**config.mk**
```make
export PLATFORM = sky130hd
export DESIGN_NAME = stack_pointer_unit
export DESIGN_NICKNAME = d
export VERILOG_FILES = /design/src/rtl/stack_pointer_unit.sv
export SDC_FILE = /design/constraint.sdc
export NUM_CORES = 1
export LEC_CHECK = 0
export CORE_ASPECT_RATIO = 0.5
export CORE_MARGIN = 8
export CORE_UTILIZATION = 23
export CTS_BUF_LIST = sky130_fd_sc_hd__clkbuf_4 sky130_fd_sc_hd__clkbuf_8
export DETAILED_ROUTE_END_ITERATION = 10
export PLACE_DENSITY = 0.41
export SETUP_SLACK_MARGIN = 0.5
export SLEW_MARGIN = 20
export SYNTH_ARGS = -nofsm -noshare
export SYNTH_HDL_FRONTEND = slang
export SYNTH_SLANG_ARGS = --single-unit
```
**constraint.sdc**
```tcl
create_clock -name Clk -period 3.6 [get_ports Clk]
set_input_delay 0.72 -clock Clk [delete_from_list [all_inputs] [get_ports Clk]]
set_output_delay 0.72 -clock Clk [all_outputs]
set_load 0.005 [all_outputs]
```
**src/rtl/stack_pointer_unit.sv**
```systemverilog
// Stack pointer with multi-word push/pop bursts (one word per cycle), load, and optional bounds flags.
// Optional feature: define SP_BOUNDS_CHECK_EN to enable overflow/underflow rejection and sticky flags.
module stack_pointer_unit #(
    parameter int               WIDTH    = 32,
    parameter logic [WIDTH-1:0] SP_RESET = WIDTH'(32'h000FFFFF),
    parameter int               DEPTH    = 1024,
    parameter int               CNT_W    = 2
) (
    input  logic             Clk,
    input  logic             Rst,
    input  logic             Change_SP,
    input  logic [1:0]       Control_Mux,
    input  logic [CNT_W-1:0] Word_Count,
    input  logic [WIDTH-1:0] Load_Value,
    input  logic             Stall,
    output logic [WIDTH-1:0] Output_Signal,
    output logic [WIDTH-1:0] Mem_Addr,
    output logic             Mem_Valid,
    output logic             Mem_Write,
    output logic             Busy,
    output logic             Done,
    output logic             Overflow,
    output logic             Underflow
);

    typedef enum logic [1:0] {S_IDLE, S_PUSH, S_POP} state_t;

    state_t           state_q, state_d;
    logic [WIDTH-1:0] sp_q, sp_d;
    logic [CNT_W-1:0] rem_q, rem_d;
    logic             done_q, done_d;

    logic [CNT_W-1:0] n_words;
    logic             req;
    logic             push_rej, pop_rej;

    assign n_words = (Word_Count == '0) ? CNT_W'(1) : Word_Count;
    assign req     = (state_q == S_IDLE) && Change_SP && !Stall;

`ifdef SP_BOUNDS_CHECK_EN
    logic [WIDTH-1:0] used;
    logic [WIDTH:0]   push_need;
    logic             ovf_q, udf_q;

    // Extra bit keeps used+n from wrapping before the capacity compare.
    assign used      = SP_RESET - sp_q;
    assign push_need = {1'b0, used} + (WIDTH+1)'(n_words);
    assign push_rej  = push_need > (WIDTH+1)'(DEPTH);
    assign pop_rej   = used < WIDTH'(n_words);

    always_ff @(posedge Clk) begin
        if (Rst) begin
            ovf_q <= 1'b0;
            udf_q <= 1'b0;
        end else begin
            if (req && (Control_Mux == 2'b01) && push_rej) ovf_q <= 1'b1;
            if (req && (Control_Mux == 2'b10) && pop_rej)  udf_q <= 1'b1;
        end
    end

    assign Overflow  = ovf_q;
    assign Underflow = udf_q;
`else
    assign push_rej  = 1'b0;
    assign pop_rej   = 1'b0;
    assign Overflow  = 1'b0;
    assign Underflow = 1'b0;
`endif

    always_ff @(posedge Clk) begin
        if (Rst) begin
            state_q <= S_IDLE;
            sp_q    <= SP_RESET;
            rem_q   <= '0;
            done_q  <= 1'b0;
        end else begin
            state_q <= state_d;
            sp_q    <= sp_d;
            rem_q   <= rem_d;
            done_q  <= done_d;
        end
    end

    // Stall holds everything but drops Done, so the pulse never stretches.
    always_comb begin
        state_d = state_q;
        sp_d    = sp_q;
        rem_d   = rem_q;
        done_d  = 1'b0;
        if (!Stall) begin
            case (state_q)
                S_IDLE: begin
                    if (Change_SP) begin
                        case (Control_Mux)
                            2'b01: if (!push_rej) begin
                                state_d = S_PUSH;
                                rem_d   = n_words;
                            end
                            2'b10: if (!pop_rej) begin
                                state_d = S_POP;
                                rem_d   = n_words;
                            end
                            2'b11: sp_d = Load_Value;
                            default: ;
                        endcase
                    end
                end
                S_PUSH: begin
                    sp_d  = sp_q - WIDTH'(1);
                    rem_d = rem_q - CNT_W'(1);
                    if (rem_q == CNT_W'(1)) begin
                        state_d = S_IDLE;
                        done_d  = 1'b1;
                    end
                end
                S_POP: begin
                    sp_d  = sp_q + WIDTH'(1);
                    rem_d = rem_q - CNT_W'(1);
                    if (rem_q == CNT_W'(1)) begin
                        state_d = S_IDLE;
                        done_d  = 1'b1;
                    end
                end
                default: state_d = S_IDLE;
            endcase
        end
    end

    // Pop reads the word just above SP; push writes at SP.
    assign Mem_Addr      = (state_q == S_POP) ? (sp_q + WIDTH'(1)) : sp_q;
    assign Busy          = (state_q != S_IDLE);
    assign Mem_Valid     = Busy && !Stall;
    assign Mem_Write     = (state_q == S_PUSH) && !Stall;
    assign Output_Signal = sp_q;
    assign Done          = done_q;

endmodule
```
==> metrics.txt <==
run status finished, final reports clean; Root Driver clkbuf_8; min Tclk post-route 3.05 ns; final WL 19.4 mm; Initial Util 0.236; largest area contributor in the netlist dfxtp_1; Routability Congestion 0.833; end of the critical path Mem_Addr[25]; Synth Warn # 0; Leakage 2.24 nW; clock sinks 37; Yosys cell types 70; Max Cap Violations 0; most frequent cell after synthesis nand2_1; ANT cells 0; vias in the first global route 4872; RSZ-0062 raised after global routing true; PwrDens 245 mW/mm²; CTS max path bufs 2; hpwl dp 14.1 mm; Overall Global Routing Usage 0.165; CTS tree done; Final nets 754; min-delay worst type reg -> reg; CTS clock-pin slew for the worst setup and hold paths 0.09 ns; Worst slew margin 0.411; crit path kind reg -> out; Final ANT Viol Nets 0; Worst setup startpoint Output_Signal[10]; Die Ht 111 µm; crit path cell chain buf_6 > and4_4 > nand3_2 > nor3_2 > nand4_1 > xnor2_1 > clkdlybuf4s50_1; Slew @ Worst Pin 0.883 ns; Setup TNS 0 ns; syn_area_per_cell 6.92 µm²; I/O pin total 110; average vias per placed instance 5.35; ranking of synthesized cells by area dfxtp_1, xnor2_1, nand2_1; R2R Path End Output_Signal[22]; total grt overflow 0; EDFF count, synth 0; Synth async-reset ratio 0; fmax 0.328 GHz; Worst R2R Path Depth 9; top cells by count, synth nand2_1, nor2_1, clkbuf_1, dfxtp_1, nor3_1; antenna violations before repair 0; DRT iter0 DRCs 290; Max Slew Vio Count 0; hold_sp rem_q[0]; worst flop-to-flop path startpoint Output_Signal[0]; Worst-Skew Late Latency 0.31 ns; CP Max Fanout 9; Post-CTS Hold Fix Bufs 0; CTS H-tree lvls 2; CTS Buf Count 5; register area share after synthesis 0.180; Worst setup SP type register; critical path endpoint category output port; Syn Inst Count 596; Cell Rows 34; Fin Clk Skew 0.00827 ns; crit-path max cell delay 0.52 ns; r2r setup slk 0.74 ns; vias after detailed routing 5020; die area 0.0227 mm²; Final setup viols 0; final hold vios 0; Critical Path AT 2.33 ns; synthesized area 0.00413 mm²; Max VDD drop 119 µV; core area 0.0175 mm²; final core occ 0.343; WL per Instance 20.7 µm; Worst Path Required 2.88 ns; Syn-to-layout area delta 45.2%; DRC viols 0; Die X 205 µm; I/O Buffers 107; global-route wire length before repair 29.9 mm; Primary FF master, synth dfxtp_1; Seq cells post-synth 37; fraction of layout cells with a size suffix above 1 0.183; Yosys top cell area share 0.180; largest net degree at the start of global routing 39; first drt pass iteration count 4; CP max stage cell clkdlybuf4s50_1; crit share post-route 0.848
[placed cells by master (no fill, tap or decap), types with 4 or more instances in the layout]
cell,count
dfxtp_2,9
dfxtp_4,7
inv_1,16
xnor2_1,25
xor2_1,18
o31ai_1,4
a211o_1,8
a221oi_1,6
dfxtp_1,21
o211ai_1,6
nand3_2,6
nand3_1,24
and4_4,4
nand2b_1,8
buf_4,51
o21ai_0,29
nand4_1,15
dlygate4sd2_1,6
clkdlybuf4s50_1,98
buf_6,7
a211oi_1,11
nor3_1,28
or3_1,7
nor2_1,50
a21oi_1,24
ha_1,8
nand2_1,57
clkbuf_8,6
nor4_1,10
nor2_2,5
and3_1,13
a31oi_1,16
o31a_1,4
nor3_2,5
mux2i_1,4
[layout make-up]
cell class	count	area, µm²
clock buffers	7	90.1
fillers	1903	11500
inverters	18	67.6
multi-input cells	474	3180
flip-flops and latches	37	778
well taps	234	293
repair buffers	168	1580
[per-stage QoR]
stage	worst slack [ns]	area, µm²	instances	hold WS (ns)	total power, mW
after floorplan	1.11	4130	597	0.473	0.787
after global placement	0.232	5540	915	0.487	1.06
after detailed placement	0.260	5540	915	0.497	1.06
after CTS	0.419	5910	936	0.512	1.46
after global routing	0.425	5990	938	0.528	1.54
final	0.549	5990	938	0.508	1.46
[cell families (layout without fill, tap and decap cells)]
family / after synthesis / after routing / synth area share
simple gates: 265 / 265 / 0.345
compound gates: 150 / 150 / 0.252
buf+inv: 86 / 193 / 0.0919
xor+xnor: 43 / 43 / 0.0913
flops: 37 / 37 / 0.180
fa+ha+maj: 10 / 10 / 0.0303
mux: 4 / 4 / 0.00971
other cells: 1 / 2 / 0.000909
[routing by layer]
layer | up-vias | part of all wire | global-route usage
li1 | 2397 | - | -
met1 | 2457 | 0.48 | 0.235
met2 | 156 | 0.45 | 0.262
met3 | 10 | 0.067 | 0.0239
met4 | 0 | 0.0075 | 0.0242
met5 | - | 0 | 0
[worst max-delay path: cells and delay by family (launching register included)]
family	cells	cell delay [ns]
simple gates	4	0.82
buf+inv	2	0.66
xor+xnor	1	0.15
flops	1	0.38
[state kept, by name, summed over array words and instances, names as in the netlist]
| signal | cells |
|---|---|
| Output_Signal | 32 |
| rem_q | 2 |
| state_q | 2 |
| Done | 1 |
[how the worst min path moves through the flow]
stage                          end  slack (ns)  cells after the start
after global routing      rem_q[1]        0.53                      2
after detailed placement  rem_q[0]        0.50                      2
after global placement    rem_q[1]        0.49                      2
final                     rem_q[0]        0.51                      2
after CTS                 rem_q[0]        0.51                      2
after floorplan           rem_q[0]        0.47                      2
[timing repair]
item | CTS | global route
hold endpoints to repair | 0 | 0
gates resized for setup | 66 | 17
pin swaps | 13 | 9
buffers inserted | 14 | 2
endpoints found under the setup margin | 22 | 21
[report_power, final]
part	total, mW	switching [mW]	internal (mW)	leakage, nW
Combinational	0.670	0.368	0.301	1.90
Clock	0.344	0.184	0.160	0.0477
Sequential	0.451	0.0248	0.426	0.298
Total	1.46	0.577	0.888	2.24
Note: power is estimated with default switching activity, not from simulation.
